File: src/rtl/prot_debnc_pkg.sv
// prot_debnc_pkg: shared constants, prescaler-select encoding, channel
// indices and a small helper for the debounce filter.
// Optional sticky-flag feature is enabled with the macro PROT_STICKY_EN.
package prot_debnc_pkg;

    localparam int DBC_W    = 4;      // debounce count width
    localparam int PSEL_W   = 2;      // prescaler select width
    localparam int PRE_WRAP = 24000;  // slow prescaler wraps here
    localparam int PRE_W    = 15;     // slow prescaler width
    localparam int NTICK    = 4;      // number of selectable tick strobes

    typedef enum logic [PSEL_W-1:0] {
        PSEL_X1   = 2'd0,
        PSEL_X8   = 2'd1,
        PSEL_X24  = 2'd2,
        PSEL_X24K = 2'd3
    } psel_e;

    // Channel assignment of the protection flags
    localparam int CH_UVP      = 0;
    localparam int CH_OCP      = 1;
    localparam int CH_OVP      = 2;
    localparam int CH_OTPI_CF  = 3;
    localparam int CH_SCP      = 4;
    localparam int CH_V5OCP    = 5;
    localparam int CH_CDOVP    = 6;
    localparam int CH_DN_FAULT = 7;
    localparam int CH_LDBUVP   = 8;
    localparam int CH_LDBOCP   = 9;

    // A programmed count of 0 behaves exactly like 1
    function automatic logic [DBC_W-1:0] eff_dbc(input logic [DBC_W-1:0] dbc);
        return (dbc == '0) ? DBC_W'(1) : dbc;
    endfunction

endpackage

File: src/rtl/prot_debnc_if.sv
// prot_debnc_if: bundles the raw flags, per-channel configuration and the
// debounced outputs. With PROT_STICKY_EN defined it also carries the
// write-1-to-clear strobes and the sticky flags.
interface prot_debnc_if
    import prot_debnc_pkg::*;
#(
    parameter int NCH = 10
);
    logic [NCH-1:0]        i_raw;
    logic [DBC_W*NCH-1:0]  i_dbc;
    logic [PSEL_W*NCH-1:0] i_psel;
    logic [NCH-1:0]        o_deb;
    logic [NCH-1:0]        o_chg;
`ifdef PROT_STICKY_EN
    logic [NCH-1:0]        i_clr;
    logic [NCH-1:0]        o_stk;

    modport master (output i_raw, i_dbc, i_psel, i_clr, input o_deb, o_chg, o_stk);
    modport slave  (input i_raw, i_dbc, i_psel, i_clr, output o_deb, o_chg, o_stk);
`else
    modport master (output i_raw, i_dbc, i_psel, input o_deb, o_chg);
    modport slave  (input i_raw, i_dbc, i_psel, output o_deb, o_chg);
`endif
endinterface

File: src/rtl/prot_debnc_ch.sv
// prot_debnc_ch: one debounce channel. Two-flop synchroniser, stable-time
// counter advanced on the selected prescaler tick, config-change restart,
// debounced level with a one-clock change pulse.
// With PROT_STICKY_EN defined, a sticky flag records rising edges of o_deb.
module prot_debnc_ch
    import prot_debnc_pkg::*;
#(
    parameter logic RST_BIT = 1'b0
) (
    input  logic              i_clk,
    input  logic              i_rstz,
    input  logic              i_raw,
    input  logic [DBC_W-1:0]  i_dbc,
    input  logic [PSEL_W-1:0] i_psel,
    input  logic [NTICK-1:0]  i_ticks,
`ifdef PROT_STICKY_EN
    input  logic              i_clr,
    output logic              o_stk,
`endif
    output logic              o_deb,
    output logic              o_chg
);

    logic              r_s1;
    logic              r_s2;
    logic              r_deb;
    logic              r_chg;
    logic [DBC_W-1:0]  r_cnt;
    logic [DBC_W-1:0]  r_dbc;
    logic [PSEL_W-1:0] r_psel;

    logic              w_tick;
    logic              w_diff;
    logic              w_cfg_chg;
    logic              w_done;
    logic              w_fire;
    logic [DBC_W:0]    w_cnt_inc;

    // Pick the prescaler strobe this channel counts on
    always_comb begin
        w_tick = 1'b0;
        case (psel_e'(r_psel))
            PSEL_X1:   w_tick = i_ticks[0];
            PSEL_X8:   w_tick = i_ticks[1];
            PSEL_X24:  w_tick = i_ticks[2];
            PSEL_X24K: w_tick = i_ticks[3];
            default:   w_tick = 1'b0;
        endcase
    end

    assign w_diff    = (r_s2 != r_deb);
    assign w_cfg_chg = (i_dbc != r_dbc) || (i_psel != r_psel);
    assign w_cnt_inc = {1'b0, r_cnt} + (DBC_W+1)'(1);
    assign w_done    = (w_cnt_inc >= {1'b0, eff_dbc(r_dbc)});
    // Comparing s with o_deb first means a level that returns on the
    // completing tick never toggles.
    assign w_fire    = w_diff && !w_cfg_chg && w_tick && w_done;

    // Synchroniser, config shadow, stable-time counter and debounced level
    always_ff @(posedge i_clk) begin
        if (!i_rstz) begin
            r_s1   <= RST_BIT;
            r_s2   <= RST_BIT;
            r_deb  <= RST_BIT;
            r_chg  <= 1'b0;
            r_cnt  <= '0;
            r_dbc  <= '0;
            r_psel <= '0;
        end else begin
            r_s1   <= i_raw;
            r_s2   <= r_s1;
            r_dbc  <= i_dbc;
            r_psel <= i_psel;
            r_chg  <= 1'b0;
            if (!w_diff || w_cfg_chg) begin
                r_cnt <= '0;
            end else if (w_tick) begin
                if (w_fire) begin
                    r_deb <= r_s2;
                    r_chg <= 1'b1;
                    r_cnt <= '0;
                end else begin
                    r_cnt <= w_cnt_inc[DBC_W-1:0];
                end
            end
        end
    end

    assign o_deb = r_deb;
    assign o_chg = r_chg;

`ifdef PROT_STICKY_EN
    logic r_stk;

    // Sticky flag: set on a rising debounced edge, set beats clear
    always_ff @(posedge i_clk) begin
        if (!i_rstz) begin
            r_stk <= 1'b0;
        end else if (w_fire && r_s2) begin
            r_stk <= 1'b1;
        end else if (i_clr) begin
            r_stk <= 1'b0;
        end
    end

    assign o_stk = r_stk;
`endif

endmodule

File: src/rtl/prot_debnc.sv
// prot_debnc: multi-channel debounce filter for the analog protection flags.
// Holds the shared free-running prescaler and NCH independent channels.
// Optional sticky flags (i_clr/o_stk) are built when PROT_STICKY_EN is defined.
module prot_debnc
    import prot_debnc_pkg::*;
#(
    parameter int             NCH     = 10,
    parameter logic [NCH-1:0] RST_VAL = '0
) (
    input  logic        i_clk,
    input  logic        i_rstz,
    prot_debnc_if.slave io_bus
);

    logic [PRE_W-1:0] r_pre;
    logic [2:0]       r_c8;
    logic [4:0]       r_c24;
    logic [NTICK-1:0] w_ticks;
    logic [NCH-1:0]   w_deb;
    logic [NCH-1:0]   w_chg;

    // Free-running prescaler; the x8/x24 strobes use their own small counters
    always_ff @(posedge i_clk) begin
        if (!i_rstz) begin
            r_pre <= '0;
            r_c8  <= '0;
            r_c24 <= '0;
        end else begin
            r_pre <= (r_pre == PRE_W'(PRE_WRAP - 1)) ? '0 : r_pre + PRE_W'(1);
            r_c8  <= r_c8 + 3'd1;
            r_c24 <= (r_c24 == 5'd23) ? 5'd0 : r_c24 + 5'd1;
        end
    end

    // Bit order follows the prescaler-select encoding
    assign w_ticks = {(r_pre == '0), (r_c24 == '0), (r_c8 == '0), 1'b1};

`ifdef PROT_STICKY_EN
    logic [NCH-1:0] w_stk;
    assign io_bus.o_stk = w_stk;
`endif

    generate
        for (genvar gi = 0; gi < NCH; gi++) begin : g_ch
            prot_debnc_ch #(
                .RST_BIT (RST_VAL[gi])
            ) u_ch (
                .i_clk   (i_clk),
                .i_rstz  (i_rstz),
                .i_raw   (io_bus.i_raw[gi]),
                .i_dbc   (io_bus.i_dbc[gi*DBC_W +: DBC_W]),
                .i_psel  (io_bus.i_psel[gi*PSEL_W +: PSEL_W]),
                .i_ticks (w_ticks),
`ifdef PROT_STICKY_EN
                .i_clr   (io_bus.i_clr[gi]),
                .o_stk   (w_stk[gi]),
`endif
                .o_deb   (w_deb[gi]),
                .o_chg   (w_chg[gi])
            );
        end
    endgenerate

    assign io_bus.o_deb = w_deb;
    assign io_bus.o_chg = w_chg;

endmodule
File: src/flat_wrapper.sv
// flat-port wrapper written by rule: the top's interface ports become plain ports
module prot_debnc_flat import prot_debnc_pkg::*;
#(
    parameter int             NCH     = 10,
    parameter logic [NCH-1:0] RST_VAL = '0
)
  (i_clk, i_rstz, io_bus_i_raw, io_bus_i_dbc, io_bus_i_psel, io_bus_o_deb, io_bus_o_chg);
  prot_debnc_if #(.NCH(NCH)) io_bus_i ();
  input  logic i_clk;
  input  logic i_rstz;
  input wire logic [$bits(io_bus_i.i_raw)-1:0] io_bus_i_raw;
  input wire logic [$bits(io_bus_i.i_dbc)-1:0] io_bus_i_dbc;
  input wire logic [$bits(io_bus_i.i_psel)-1:0] io_bus_i_psel;
  output wire logic [$bits(io_bus_i.o_deb)-1:0] io_bus_o_deb;
  output wire logic [$bits(io_bus_i.o_chg)-1:0] io_bus_o_chg;
  assign io_bus_i.i_raw = io_bus_i_raw;
  assign io_bus_i.i_dbc = io_bus_i_dbc;
  assign io_bus_i.i_psel = io_bus_i_psel;
  assign io_bus_o_deb = io_bus_i.o_deb;
  assign io_bus_o_chg = io_bus_i.o_chg;
  prot_debnc #(.NCH(NCH), .RST_VAL(RST_VAL)) u_core (.i_clk(i_clk), .i_rstz(i_rstz), .io_bus(io_bus_i));
endmodule
File: config.mk
export PLATFORM = sky130hd
export DESIGN_NAME = prot_debnc_flat
export DESIGN_NICKNAME = d
export VERILOG_FILES = /design/src/rtl/prot_debnc_pkg.sv /design/src/rtl/prot_debnc_if.sv /design/src/rtl/prot_debnc_ch.sv /design/src/rtl/prot_debnc.sv /design/src/flat_wrapper.sv
export SDC_FILE = /design/constraint.sdc
export NUM_CORES = 1
export LEC_CHECK = 0
export CORE_AREA = 2 2 164 206
export CTS_CLUSTER_DIAMETER = 30
export CTS_CLUSTER_SIZE = 14
export DETAILED_ROUTE_END_ITERATION = 12
export DIE_AREA = 0 0 166 208
export DONT_BUFFER_PORTS = 1
export PLACE_DENSITY_LB_ADDON = 0.2
export SYNTH_ARGS = -nofsm -noshare
export SYNTH_HDL_FRONTEND = slang
export SYNTH_SLANG_ARGS = --single-unit
File: constraint.sdc
create_clock -name i_clk -period 4.8 [get_ports i_clk]
set_input_delay 0.24 -clock i_clk [delete_from_list [all_inputs] [get_ports i_clk]]
set_output_delay 0.24 -clock i_clk [all_outputs]
set_load 0.02 [all_outputs]
==> results.sh <==
export IMPL_syn_to_final_growth_pct=23.09
export IMPL_synth_top_cell_area_share_pct=40.72
export IMPL_pin_count=92
export IMPL_synth_area_leaders="dfxtp_1 (41%), ha_1 (8.7%), and2_1 (6.5%)"
export IMPL_ctsHtreeMaxLevel=4
export IMPL_cts_root_buf="clkbuf_16"
export IMPL_worstSetupEndpoint="u_core.g_ch[1].u_ch.r_cnt[2]$_SDFFE_PP0P_"
export IMPL_min_period_ps=2800
export IMPL_seq_area_sq_um=3263
export IMPL_multi_input_comb_area_sq_um=4299
export IMPL_first_pass_iters=4
export IMPL_grt_pass1_wl_um=31730
export IMPL_synthTopCellsByCount="dfxtp_1 (163), and2_1 (83), nor2_1 (69)"
export IMPL_arrival_ps=3160
export IMPL_finalHoldViolCount=0
export IMPL_synth_top_area_cell="dfxtp_1"
export IMPL_dr_first_iter_drc_count=182
export IMPL_cts_buffers_inserted=17
export IMPL_layout_drive_gt1_share_pct=5.400
export IMPL_start_kind="flop"
export IMPL_synth_xor_area_share_pct=11.58
export IMPL_antenna_found_initial=0
export IMPL_reg2reg_depth=7
export IMPL_hp_class="in2reg"
export IMPL_period_share_pct=58.34
export IMPL_clock_latency_ps=430
export IMPL_skew_ps=10.11
export IMPL_syn_inst=869
export IMPL_viasPerCell=4.341
export IMPL_crit_fanout=12
export IMPL_vias=5995
export IMPL_synth_top_family_by_area="simple AND/OR/NAND/NOR gates"
export IMPL_synth_cell_types=37
export IMPL_final_antenna_net_count=0
export IMPL_grt_start_max_net_pins=64
export IMPL_ys_flop_type="dfxtp_1"
export IMPL_timing_rr_start="u_core.r_pre[0]$_SDFF_PP0_"
export IMPL_cts_setup_buffers=0
export IMPL_synth_async_sr_flop_share_pct=0
export IMPL_synth_adder_area_share_pct=8.743
export IMPL_tns_ps=0
export IMPL_synth_mux_area_share_pct=2.045
export IMPL_slew_headroom_pct=29.84
export IMPL_syn_area_per_cell_sq_um=9.222
export IMPL_grt_overflow_total=0
export IMPL_fin_nets=1078
export IMPL_yosys_area_share_simple_pct=22.31
export IMPL_rows=74
export IMPL_wire_per_inst_um=13.72
export IMPL_rsz0062_at_grt="false"
export IMPL_diodes=0
export IMPL_worst_slew_pin_slew_ps=1045
export IMPL_coreArea_sq_um=32500
export IMPL_fmax_ghz=0.3571
export IMPL_placed_cells=1247
export IMPL_total_power_mw=3.018
export IMPL_io_buffers=0
export IMPL_clock_sinks=163
export IMPL_fp_dieW_um=166
export IMPL_ys_ff_latch=163
export IMPL_grt_pass1_vias=6151
export IMPL_yosysSeqAreaShare_pct=40.72
export IMPL_drc=0
export IMPL_cts_tree="built"
export IMPL_globalplace_congestion=0.7193
export IMPL_yosysMostFrequentCell="dfxtp_1"
export IMPL_syn_area_sq_um=8014
export IMPL_synth_edf_count=0
export IMPL_hpwl_um=12250
export IMPL_rr_endpoint="u_core.g_ch[1].u_ch.r_cnt[2]$_SDFFE_PP0P_"
export IMPL_crit_start="u_core.r_pre[0]$_SDFF_PP0_"
export IMPL_yosysWarnings=0
export IMPL_cts_path_max_buffers=2
export IMPL_syn_nets=997
export IMPL_initial_core_util_pct=24.66
export IMPL_fill_cells=3404
export IMPL_ir_drop_mv=0.1773
export IMPL_setup_viol=0
export IMPL_grt_usage_pct=11.40
export IMPL_crit_required_ps=5160
export IMPL_max_cap_violations=0
export IMPL_synth_compound_area_share_pct=8.931
export IMPL_finalMaxSlewViolations=0
export IMPL_end_kind="flop"
export IMPL_clkTransAtPathRegs_ps=70
export IMPL_outcome="completed"
export IMPL_die_area_sq_um=34530
export IMPL_r2r_slack_ps=2000
export IMPL_path_class="reg2reg"
export IMPL_layoutNonFillerInstCount=1381
export IMPL_drt_total_wl_um=18950
export IMPL_die_h_um=208
export IMPL_cellPowerDensity_nw_per_um2=305.9
export IMPL_leakagePower_nw=3.881
-- area by class of cell --
type,count,area share [%]
repair buffers,102,10.53
flip-flops and latches,163,33.08
clock inverters,13,1.065
clock buffers,19,4.389
inverters,54,2.055
well taps,418,5.302
multi-input cells,612,43.58
-- flip-flops by register name (all words and copies together) (netlist names) --
signal,count
u_core.r_pre,15
u_core.g_ch.u_ch.r_s2,10
u_core.g_ch.u_ch.r_s1,10
u_core.r_c8,3
u_core.g_ch.u_ch.r_psel,20
u_core.r_c24,5
u_core.g_ch.u_ch.o_deb,10
u_core.g_ch.u_ch.r_cnt,40
u_core.g_ch.u_ch.o_chg,10
u_core.g_ch.u_ch.r_dbc,40
-- timing repair --
action                                 in CTS  in global routing
endpoints found under the hold margin      92                  0
gates resized for setup                     0                  0
hold buffers                              102                  0
-- cell usage in the layout (no fill, tap or decap), drive strengths merged --
| cell type | synthesis | final |
|---|---|---|
| nand2b | 19 | 19 |
| clkinv | 0 | 5 |
| nor2b | 1 | 1 |
| nand4 | 11 | 11 |
| nand3b | 5 | 5 |
| or4 | 5 | 5 |
| dlygate4sd3 | 0 | 101 |
| clkinvlp | 0 | 4 |
| xnor2 | 48 | 48 |
| clkbuf | 14 | 19 |
| nor4 | 12 | 12 |
| and3 | 5 | 5 |
| dfxtp | 163 | 163 |
| nor2 | 69 | 69 |
| nor3 | 13 | 13 |
| ha | 56 | 56 |
| xor2 | 58 | 58 |
| mux2i | 13 | 13 |
| nand4b | 4 | 4 |
| a21oi | 33 | 33 |
| o21ai | 35 | 35 |
| nor3b | 24 | 24 |
| nor4b | 1 | 1 |
| and4 | 3 | 3 |
| a31o | 13 | 13 |
| a211oi | 11 | 11 |
| nand3 | 33 | 33 |
| a311oi | 3 | 3 |
| a311o | 4 | 4 |
| a31oi | 12 | 12 |
| inv | 54 | 58 |
| mux2 | 3 | 3 |
| and2 | 83 | 83 |
| o22ai | 3 | 3 |
| nand2 | 29 | 29 |
| buf | 26 | 1 |
| nor4bb | 3 | 3 |
-- stage by stage --
step | instance area [sq um] | hold WS, ps | utilization, % | setup WS, ps
after floorplan | 8014 | 361.7 | - | 2756
after global placement | 8288 | 362.1 | 25.50 | 1925
after detailed placement | 8288 | 364.8 | 25.50 | 1861
after CTS | 9864 | 6.662 | 30.35 | 1854
after global routing | 9864 | 43.56 | 30.35 | 1665
final | 9864 | 30.58 | 30.35 | 2000
-- how the worst min path moves through the flow --
stage	from	end	depth (start not counted)
2_1_floorplan	io_bus_i_dbc[0]	u_core.g_ch[0].u_ch.r_dbc[0]$_SDFF_PN0_	1
3_3_place_gp	io_bus_i_dbc[7]	u_core.g_ch[1].u_ch.r_dbc[3]$_SDFF_PN0_	1
5_1_grt	i_rstz	u_core.g_ch[8].u_ch.r_cnt[3]$_SDFFE_PP0P_	2
3_5_place_dp	io_bus_i_dbc[14]	u_core.g_ch[3].u_ch.r_dbc[2]$_SDFF_PN0_	1
4_1_cts	i_rstz	u_core.g_ch[4].u_ch.r_cnt[3]$_SDFFE_PP0P_	2
6_report	i_rstz	u_core.g_ch[4].u_ch.r_cnt[3]$_SDFFE_PP0P_	2
-- worst max-delay path, cell delays in order (launching register included) --
cell	delay [ps]
dfxtp_1	340
inv_1	70
ha_1	120
nor3b_1	180
nand4_1	710
a311o_1	740
or4_1	440
a21oi_1	140
-- kinds of logic after synthesis --
group | count (synthesis)
adders and majority gates | 56
xor gates and xnor gates | 106
DFF | 163
AOI/OAI and AO/OA | 114
buffers and inverters | 94
muxes | 16
and+or+nand+nor | 320
-- power by group --
group	internal [mW]	leakage (nW)	switching, mW
combinational	0.162	2.29	0.137
sequential	1.39	1.34	0.0353
clock	0.671	0.251	0.618
total	2.23	3.88	0.791
-- layer usage --
metal | up-vias | GRT usage (%) | routed length, um
met1 | 2801 | 13.59 | 8633
met3 | 14 | 2.739 | 633
met2 | 78 | 20.03 | 9432
met5 | - | 0 | 0
li1 | 3102 | - | -
met4 | 0 | 3.778 | 246
Note: power is estimated with default switching activity, not from simulation.
